$ cat src/rtl/proc_ctrl_pkg.sv
// ---------------------------------------------------------------------------
// proc_ctrl_pkg
// Shared definitions for the multi-cycle processor controller:
//   - opcode constants of the ISA
//   - FSM state encoding
//   - datapath mux select constants (pcSel, regFileWrSel, aluSrc2Sel)
//   - classify(): opcode -> instruction class flags
// ---------------------------------------------------------------------------
package proc_ctrl_pkg;

    // Opcodes (IR[3:0])
    localparam logic [3:0] OP_ALU_R  = 4'b0000;
    localparam logic [3:0] OP_ALU_I  = 4'b1000;
    localparam logic [3:0] OP_CMP_R  = 4'b0010;
    localparam logic [3:0] OP_CMP_I  = 4'b1010;
    localparam logic [3:0] OP_BRANCH = 4'b0110;
    localparam logic [3:0] OP_STORE  = 4'b0101;
    localparam logic [3:0] OP_LOAD   = 4'b1001;
    localparam logic [3:0] OP_JAL    = 4'b1011;

    typedef enum logic [2:0] {
        ST_FETCH  = 3'd0,
        ST_DECODE = 3'd1,
        ST_EXEC   = 3'd2,
        ST_MEM    = 3'd3,
        ST_WB     = 3'd4,
        ST_TRAP   = 3'd5
    } ctrlState_t;

    // pcSel encodings
    localparam logic [1:0] PC_SEL_PC4    = 2'b00;
    localparam logic [1:0] PC_SEL_BRANCH = 2'b01;
    localparam logic [1:0] PC_SEL_REG    = 2'b10;

    // regFileWrSel encodings
    localparam logic [1:0] WR_SEL_ALU = 2'b00;
    localparam logic [1:0] WR_SEL_MEM = 2'b01;
    localparam logic [1:0] WR_SEL_PC4 = 2'b10;

    // aluSrc2Sel encodings
    localparam logic SRC2_RS2 = 1'b0;
    localparam logic SRC2_IMM = 1'b1;

    typedef struct packed {
        logic isCmp;
        logic isBranch;
        logic isStore;
        logic isLoad;
        logic isJal;
        logic useImm;   // second ALU operand is the immediate
        logic illegal;
    } instrClass_t;

    // LOAD/STORE need the immediate for address generation; JAL forms
    // RS1+IMM, so it also selects the immediate.
    function automatic instrClass_t classify(input logic [3:0] op);
        instrClass_t c;
        c = '0;
        case (op)
            OP_ALU_R:  c = '0;
            OP_ALU_I:  c.useImm = 1'b1;
            OP_CMP_R:  c.isCmp = 1'b1;
            OP_CMP_I:  begin c.isCmp = 1'b1; c.useImm = 1'b1; end
            OP_BRANCH: c.isBranch = 1'b1;
            OP_STORE:  begin c.isStore = 1'b1; c.useImm = 1'b1; end
            OP_LOAD:   begin c.isLoad = 1'b1; c.useImm = 1'b1; end
            OP_JAL:    begin c.isJal = 1'b1; c.useImm = 1'b1; end
            default:   c.illegal = 1'b1;
        endcase
        return c;
    endfunction

endpackage

$ cat src/rtl/proc_ctrl_decode.sv
// ---------------------------------------------------------------------------
// proc_ctrl_decode
// Combinational instruction decode of the IR.
// IR layout (MSB..LSB): rd | rs1 | imm | func | op
//   rs2 is the top REG_IDX_W bits of imm.
// Ports:
//   ir         in   INSTR_W    instruction register contents
//   isCmp .. isJal, useImm     instruction class flags
//   isIllegal  out  1          opcode not in the ISA
//   rd0Index   out  REG_IDX_W  regfile read port 0 index
//   rd1Index   out  REG_IDX_W  regfile read port 1 index
//   wrIndex    out  REG_IDX_W  regfile write index (rd)
// ---------------------------------------------------------------------------
module proc_ctrl_decode
    import proc_ctrl_pkg::*;
#(
    parameter int REG_IDX_W = 4,
    parameter int IMM_W     = 16,
    localparam int INSTR_W  = 8 + IMM_W + 2 * REG_IDX_W
) (
    input  logic [INSTR_W-1:0]   ir,
    output logic                 isCmp,
    output logic                 isBranch,
    output logic                 isStore,
    output logic                 isLoad,
    output logic                 isJal,
    output logic                 useImm,
    output logic                 isIllegal,
    output logic [REG_IDX_W-1:0] rd0Index,
    output logic [REG_IDX_W-1:0] rd1Index,
    output logic [REG_IDX_W-1:0] wrIndex
);

    logic [REG_IDX_W-1:0] rdField;
    logic [REG_IDX_W-1:0] rs1Field;
    logic [REG_IDX_W-1:0] rs2Field;
    instrClass_t          cls;

    assign rdField  = ir[INSTR_W-1 -: REG_IDX_W];
    assign rs1Field = ir[INSTR_W-REG_IDX_W-1 -: REG_IDX_W];
    assign rs2Field = ir[8+IMM_W-1 -: REG_IDX_W];

    assign cls = classify(ir[3:0]);

    assign isCmp     = cls.isCmp;
    assign isBranch  = cls.isBranch;
    assign isStore   = cls.isStore;
    assign isLoad    = cls.isLoad;
    assign isJal     = cls.isJal;
    assign useImm    = cls.useImm;
    assign isIllegal = cls.illegal;

    // STORE (data) and BRANCH (compare) read rd as a source operand.
    assign rd0Index = (cls.isStore || cls.isBranch) ? rdField  : rs1Field;
    assign rd1Index = (cls.isStore || cls.isBranch) ? rs1Field : rs2Field;
    assign wrIndex  = rdField;

endmodule

$ cat src/rtl/multicycle_proc_controller.sv
// ---------------------------------------------------------------------------
// multicycle_proc_controller
// FSM sequencer FETCH -> DECODE -> EXEC -> [MEM] -> [WB] for the processor
// datapath. Owns the IR and the valid/ack handshake to the shared memory.
// Illegal opcodes park the FSM in TRAP until reset.
// Ports:
//   clk, rst_n             clock, asynchronous active-low reset
//   instrIn                memory read data, captured into IR on fetch ack
//   memAck                 memory request completion (same-cycle legal)
//   aluOut                 ALU bit 0, branch-taken condition
//   memRdReq, memWrEn      memory read / write request, held until memAck
//   memAddrSel             0 = PC, 1 = ALU result
//   irWrEn                 IR load strobe
//   pcWrEn, pcSel          PC update strobe and next-PC select
//   regFileWrEn/WrSel      regfile write strobe and write-data select
//   aluSrc2Sel, aluAltOp   ALU operand-2 select, compare-table select
//   aluFunc, imm           IR function and immediate fields
//   regFileRd0/Rd1/WrIndex regfile indices
//   illegalInstr           sticky trap flag
// ---------------------------------------------------------------------------
module multicycle_proc_controller
    import proc_ctrl_pkg::*;
#(
    parameter int REG_IDX_W = 4,
    parameter int IMM_W     = 16,
    localparam int INSTR_W  = 8 + IMM_W + 2 * REG_IDX_W
) (
    input  logic                 clk,
    input  logic                 rst_n,
    input  logic [INSTR_W-1:0]   instrIn,
    input  logic                 memAck,
    input  logic                 aluOut,
    output logic                 memRdReq,
    output logic                 memWrEn,
    output logic                 memAddrSel,
    output logic                 irWrEn,
    output logic                 pcWrEn,
    output logic [1:0]           pcSel,
    output logic                 regFileWrEn,
    output logic [1:0]           regFileWrSel,
    output logic                 aluSrc2Sel,
    output logic                 aluAltOp,
    output logic [3:0]           aluFunc,
    output logic [IMM_W-1:0]     imm,
    output logic [REG_IDX_W-1:0] regFileRd0Index,
    output logic [REG_IDX_W-1:0] regFileRd1Index,
    output logic [REG_IDX_W-1:0] regFileWrIndex,
    output logic                 illegalInstr
);

    ctrlState_t         stateReg;
    ctrlState_t         stateNext;
    logic [INSTR_W-1:0] irReg;
    logic               irCapture;

    logic isCmp, isBranch, isStore, isLoad, isJal, useImm, isIllegal;

    proc_ctrl_decode #(
        .REG_IDX_W (REG_IDX_W),
        .IMM_W     (IMM_W)
    ) u_decode (
        .ir        (irReg),
        .isCmp     (isCmp),
        .isBranch  (isBranch),
        .isStore   (isStore),
        .isLoad    (isLoad),
        .isJal     (isJal),
        .useImm    (useImm),
        .isIllegal (isIllegal),
        .rd0Index  (regFileRd0Index),
        .rd1Index  (regFileRd1Index),
        .wrIndex   (regFileWrIndex)
    );

    assign aluFunc = irReg[7:4];
    assign imm     = irReg[8+IMM_W-1:8];

    assign irCapture = (stateReg == ST_FETCH) && memAck;

    // State register
    always_ff @(posedge clk or negedge rst_n) begin
        if (!rst_n) begin
            stateReg <= ST_FETCH;
        end else begin
            stateReg <= stateNext;
        end
    end

    // Instruction register
    always_ff @(posedge clk or negedge rst_n) begin
        if (!rst_n) begin
            irReg <= '0;
        end else if (irCapture) begin
            irReg <= instrIn;
        end
    end

    // Next-state logic
    always_comb begin
        stateNext = stateReg;
        case (stateReg)
            ST_FETCH:  if (memAck) stateNext = ST_DECODE;
            ST_DECODE: stateNext = isIllegal ? ST_TRAP : ST_EXEC;
            ST_EXEC: begin
                if (isBranch)               stateNext = ST_FETCH;
                else if (isLoad || isStore) stateNext = ST_MEM;
                else                        stateNext = ST_WB;
            end
            ST_MEM:    if (memAck) stateNext = isLoad ? ST_WB : ST_FETCH;
            ST_WB:     stateNext = ST_FETCH;
            ST_TRAP:   stateNext = ST_TRAP;
            default:   stateNext = ST_FETCH;
        endcase
    end

    // Output logic. Everything is held at zero while rst_n is low so that a
    // request interrupted by reset drops in the same cycle.
    always_comb begin
        memRdReq     = 1'b0;
        memWrEn      = 1'b0;
        memAddrSel   = 1'b0;
        irWrEn       = 1'b0;
        pcWrEn       = 1'b0;
        pcSel        = PC_SEL_PC4;
        regFileWrEn  = 1'b0;
        regFileWrSel = WR_SEL_ALU;
        aluSrc2Sel   = SRC2_RS2;
        aluAltOp     = 1'b0;
        illegalInstr = 1'b0;
        if (rst_n) begin
            // ALU operand selects stay valid from EXEC through WB so the ALU
            // result feeding the memory address / write-back stays stable.
            if (stateReg == ST_EXEC || stateReg == ST_MEM || stateReg == ST_WB) begin
                aluSrc2Sel = useImm ? SRC2_IMM : SRC2_RS2;
                aluAltOp   = isCmp || isBranch;
            end
            case (stateReg)
                ST_FETCH: begin
                    memRdReq = 1'b1;
                    irWrEn   = irCapture;
                end
                ST_EXEC: begin
                    if (isBranch) begin
                        pcWrEn = 1'b1;
                        pcSel  = aluOut ? PC_SEL_BRANCH : PC_SEL_PC4;
                    end
                end
                ST_MEM: begin
                    memAddrSel = 1'b1;
                    memRdReq   = isLoad;
                    memWrEn    = isStore;
                    if (isStore && memAck) begin
                        pcWrEn = 1'b1;
                    end
                end
                ST_WB: begin
                    regFileWrEn  = 1'b1;
                    regFileWrSel = isLoad ? WR_SEL_MEM : (isJal ? WR_SEL_PC4 : WR_SEL_ALU);
                    pcWrEn       = 1'b1;
                    pcSel        = isJal ? PC_SEL_REG : PC_SEL_PC4;
                end
                ST_TRAP:  illegalInstr = 1'b1;
                default:  ;
            endcase
        end
    end

endmodule
$ cat config.mk
export PLATFORM = sky130hd
export DESIGN_NAME = multicycle_proc_controller
export DESIGN_NICKNAME = d
export VERILOG_FILES = /design/src/rtl/proc_ctrl_pkg.sv /design/src/rtl/proc_ctrl_decode.sv /design/src/rtl/multicycle_proc_controller.sv
export SDC_FILE = /design/constraint.sdc
export NUM_CORES = 1
export LEC_CHECK = 0
export ABC_AREA = 1
export CAP_MARGIN = 20
export CORE_ASPECT_RATIO = 0.75
export CORE_MARGIN = 2
export CORE_UTILIZATION = 43
export CTS_CLUSTER_DIAMETER = 30
export DETAILED_ROUTE_END_ITERATION = 10
export PLACE_DENSITY = 0.91
export SLEW_MARGIN = 20
export SYNTH_ARGS = -nofsm -noshare
export SYNTH_HDL_FRONTEND = slang
export SYNTH_SLANG_ARGS = --single-unit
$ cat constraint.sdc
create_clock -name clk -period 1.6 [get_ports clk]
set_clock_uncertainty 0.15 [all_clocks]
set_input_delay 0.24 -clock clk [delete_from_list [all_inputs] [get_ports clk]]
set_output_delay 0.24 -clock clk [all_outputs]
set_load 0.01 [all_outputs]
## Word level (Yosys, flattened, before mapping)

Cells that the tools add are included.
Widths: inputs -> output; s select.

| operators by class | value |
|---|---|
| eq/ne operators | 14 |
| multiplexer cells | 44 |
| reductions and logical operators | 13 |

Operator list:

| kind | count |
|---|---|
| $mux 1 | 27 |
| $mux 3 | 6 |
| $eq 4x4->1 const B | 4 |
| $pmux 3 s5 | 1 |
| $mux 2 | 5 |
| $eq 4x3->1 const B | 2 |
| $mux 4 | 2 |
| $reduce_or 8->1 | 1 |
| $eq 3x2->1 const B | 2 |
| $eq 3x3->1 const B | 2 |
| $logic_or 1x1->1 | 5 |
| $reduce_or 5->1 | 1 |
| $eq 4x2->1 const B | 1 |
| $logic_not 4->1 | 1 |
| $ne 2x2->1 const B | 2 |
| $pmux 2 s2 | 1 |
| $eq 3x1->1 const B | 1 |
| $logic_not 3->1 | 1 |
| $pmux 1 s3 | 1 |
| $logic_and 1x1->1 | 2 |
| $pmux 1 s2 | 1 |
| $reduce_and 2->1 | 1 |
| $reduce_or 2->1 | 1 |

| word-level totals | value |
|---|---|
| register bits | 35 |
| input port bits | 36 |
| output and inout port bits | 45 |
| logic and storage cells | 73 |

## Longest topological paths before layout

| depth | value |
|---|---|
| depth after elaboration | 6 |
| depth in mapped cells | 9 |
| mapped depth without buffers | 9 |

## Modules after synthesis

From an unflattened synthesis, not the netlist that was laid out.

| unflattened totals | value |
|---|---|
| cells, all modules | 272 |
| area total of the unflattened synthesis | 2030.7 sq um |

By module, submodules not included:

| module | instances | cells each | area an instance (sq um) | seq. area each (sq um) |
|---|---|---|---|---|
| multicycle_proc_controller | 1 | 224 | 1784.2 | 875.8 |
| proc_ctrl_decode | 1 | 48 | 246.5 | 0.0 |

## Worst setup path before layout

OpenSTA, ideal clock, no wires.

| timing path | value |
|---|---|
| path type | register -> output |
| start point | register stateReg[0] |
| end point | output port pcSel[1] |
| arrival | 1.197 ns |
| data required time | 1.210 ns |
| slack | 0.013 ns |
| cell stages (with the launch flop) | 8 |
| buffers on the path | 0 |
| cells stage by stage | dfrtp_1 > inv_2 > nand2_1 > nor2_2 > inv_2 > nor2_4 > inv_2 > nor4_1 |

| on the way | value |
|---|---|
| longest elaborated chain between the ends | 3 |
| elaborated cells between the ends (all ways) | 4 |
| classes of those cells | 2 x eq/ne; 2 x mux |

Ends and longest elaborated chain:

| what | line | text |
|---|---|---|
| start: declaration | multicycle_proc_controller.sv:51 | `ctrlState_t stateReg;` |
| start signal: assignment | multicycle_proc_controller.sv:85 | `stateReg <= stateNext;` |
| $eq 3x3->1 / $eq 3x2->1 (equally long branches) | multicycle_proc_controller.sv:137 | `case (stateReg)` |
| $pmux 2 s2 * | multicycle_proc_controller.sv:137 |  |
| $mux 2 * | multicycle_proc_controller.sv:130 | `if (rst_n) begin` |
| end: declaration | multicycle_proc_controller.sv:38 | `output logic [1:0] pcSel,` |

Mark *: on every way between the ends. The rest lies on a longest branch, timed or not.

## Worst setup path after layout

| timing path | value |
|---|---|
| start point | register irReg[1] |
| end point | output port memRdReq |

| on the way | value |
|---|---|
| longest elaborated chain between the ends | 4 |

Ends and longest elaborated chain:

| what | line | text |
|---|---|---|
| start: declaration | multicycle_proc_controller.sv:53 | `logic [INSTR_W-1:0] irReg;` |
| start signal: assignment | multicycle_proc_controller.sv:94 | `irReg <= instrIn;` |
| $eq 4x4->1 | proc_ctrl_pkg.sv:59 | `case (op)` |
| $mux 1 | proc_ctrl_pkg.sv:59 |  |
| $pmux 1 s2 | multicycle_proc_controller.sv:137 |  |
| $mux 1 | multicycle_proc_controller.sv:130 |  |
| end: declaration | multicycle_proc_controller.sv:33 | `output logic memRdReq,` |

Every way passes these cells.

==> impl_metrics.json <==
{
  "syn_area_per_cell_um2": 7.51,
  "seq_area_frac_synth_pct": 44.2,
  "synth-simple-area-share_pct": 35.0,
  "p_sw_share_pct": 42.8,
  "post-route-min-period_ns": 2.01,
  "coreArea_mm2": 0.00444,
  "syn_nets": 300,
  "synth-compound-area-share_pct": 3.66,
  "p_int_mw": 3.56,
  "port_buffers": 80,
  "p_sw_mw": 2.66,
  "grt_pass1_vias": 2119,
  "numCtsBuffers": 5,
  "hold_violations": 0,
  "antenna_left": 0,
  "h-tree-depth": 2,
  "synth_area_mm2": 0.00198,
  "final_util_pct": 75.2,
  "dieArea_mm2": 0.00518,
  "path_clk_slew_ns": 0.08,
  "hold_class": "input pin to asynchronous set/reset pin",
  "grt-ovfl-total": 0,
  "total_power_mw": 6.22,
  "die_w_um": 82.4,
  "grt_max_degree": 38,
  "fin_crit_sh_pct": 126,
  "synth_cells": 264,
  "die_h_um": 62.8,
  "synth_cell_types": 22,
  "cp_max_fo": 2,
  "num_rows": 21,
  "ir_drop_mv": 0.842,
  "rsz0062_at_grt": "true",
  "setup_violations": 24,
  "combPwrFrac_pct": 62.1,
  "vias_per_cell": 4.91,
  "worstSetupStartpointType": "register",
  "root_buffer": "clkbuf_8",
  "initialDrtViolationCount": 87,
  "avgRoutedWirePerCell_um": 14.7,
  "synth-seq-cells": 35,
  "wl_mm": 6.32,
  "cts.sinks": 35,
  "drive_above_1_share_pct": 36.2,
  "cts_tree": "done",
  "pwr_density_cell_mw_per_mm2": 1860,
  "yosys_warnings": 0,
  "violations": "negative setup slack",
  "io_pins": 81,
  "worst_slew_pin_slew_ns": 0.426,
  "worst_ep_required_time_ns": 1.21,
  "first_pass_iters": 4,
  "critPathArrivalTime_ns": 1.62,
  "clk_path_buf_depth": 2,
  "dp_slack_ns": -0.407,
  "drt_drc_violations_left": 0,
  "synthAdderAreaFrac_pct": 0,
  "synth_xor_area_share_pct": 0,
  "final_common_cell": "nand2_1",
  "setup_slack_ns": -0.410,
  "track_usage_pct": 24.4,
  "endpoint_kind": "primary output",
  "syn_to_final_growth_pct": 68.3,
  "antenna_found_initial": 0,
  "fin_nets": 408,
  "power_frac_seq_pct": 26.3,
  "clock_latency_ns": 0.29,
  "finalWeightedCongestion": 0.860,
  "status": "complete, but fails checks",
  "final_cell_mix": "nand2_1, clkdlybuf4s50_1, buf_4",
  "start_util_pct": 44.7,
  "dp_hpwl_mm": 3.94,
  "fmax_mhz": 498,
  "maxCapViolCount": 0,
  "p_leak_nw": 1.88,
  "grt_pass1_wl_mm": 9.63,
  "antenna_cells": 0,
  "synth_mux_area_share_pct": 0,
  "relSlewSlack_pct": 71.3,
  "critPathKind": "register to primary output",
  "clkPwrFrac_pct": 11.6,
  "synth_top_family_by_area": "simple AND/OR/NAND/NOR gates",
  "slew_viol_final": 0,
  "vias": 2111
}
## critical path, cell delays in order, from the launching register on
cell     delay (ns)
dfrtp_1        0.41
buf_4          0.15
nor2_4         0.16
nand2_1        0.13
nor2_2         0.16
nor2_1         0.07
nor2_1         0.11
buf_2          0.15
## cell type report
cell class	instances	area, um2
multi-input cells	175	953
clock inverters	1	7.51
clock buffers	7	96.3
fillers	327	1100
flip-flops and latches	35	877
inverters	21	91.3
repair inverters	1	8.76
repair buffers	133	1230
well taps	57	71.3
## power groups by stage
stage               Combinational [mW]  Clock, mW  Sequential [mW]
floorplan                         2.03          0             1.54
global placement                  3.10          0             1.58
detailed placement                3.19          0             1.60
CTS                               3.52      0.730             1.61
global route                      4.21      0.764             1.69
finish                            3.86      0.721             1.64
## cell usage after synthesis
master	number	area share [%]
a21o_1	1	0.38
a21oi_1	7	1.8
and2_1	1	0.32
buf_2	2	0.50
buf_4	26	9.8
buf_6	4	2.3
clkbuf_1	2	0.38
dfrtp_1	35	44
inv_1	10	1.9
inv_2	10	1.9
inv_6	1	0.44
nand2_1	93	18
nand2_2	4	1.3
nand2_4	1	0.57
nand3_1	29	7.3
nand3_2	2	1.0
nor2_1	22	4.2
nor2_2	4	1.3
nor2_4	1	0.57
nor3_1	1	0.25
nor4_1	2	0.63
o21ai_0	6	1.5
## repair_timing
item / 4_1_cts / 5_1_grt
pin swaps: 14 / 14
resized for setup: 123 / 49
setup endpoints to repair: 28 / 46
hold endpoints to repair: 13 / 0
cloned: 2 / 0
buffers inserted: 15 / 6
hold buffers: 1 / 0
## final timing paths
check                                          endpoint  slack, ns                  from  depth (start not counted)
worst min register to register     irReg[5]$_DFFE_PN0P_       0.32  irReg[5]$_DFFE_PN0P_                          2
worst max register to register  stateReg[2]$_DFFE_PN0P_      -0.35  irReg[1]$_DFFE_PN0P_                         13
min in group clk                   irReg[5]$_DFFE_PN0P_       0.32  irReg[5]$_DFFE_PN0P_                          2
max in group asynchronous         irReg[26]$_DFFE_PN0P_       0.70                 rst_n                          4
worst min-delay path               irReg[5]$_DFFE_PN0P_       0.03                 rst_n                          4
worst max-delay path                           memRdReq      -0.41  irReg[1]$_DFFE_PN0P_                          7
## kinds of logic (layout without fill, tap and decap cells)
family / count (synthesis) / after routing
AOI/OAI and AO/OA: 14 / 14
buffers and inverters: 55 / 163
DFF: 35 / 35
and+or+nand+nor: 160 / 161
## routing by layer
| metal | GRT usage (%) | vias to the layer above | wire [um] |
|---|---|---|---|
| met4 | 8.75 | 0 | 264 |
| met2 | 40.8 | 93 | 3080 |
| met1 | 28.6 | 976 | 2500 |
| met5 | 0 | - | 0 |
| li1 | - | 1015 | - |
| met3 | 8.24 | 27 | 481 |
## registers in the layout (all words and copies together) (netlist names)
register  flops
stateReg      3
irReg        32
## through the flow
stage | std cells | TNS, ns | cell area (um2) | hold slack [ns]
2_1_floorplan | 264 | 0 | 1980 | -0.206
3_3_place_gp | 399 | -6.02 | 2830 | 0.165
3_5_place_dp | 399 | -6.99 | 2830 | 0.158
4_1_cts | 425 | -5.83 | 3170 | 0.0169
5_1_grt | 430 | -8.86 | 3340 | 0.0541
6_report | 430 | -7.42 | 3340 | 0.0327
Power figures use the tool's default switching activity.
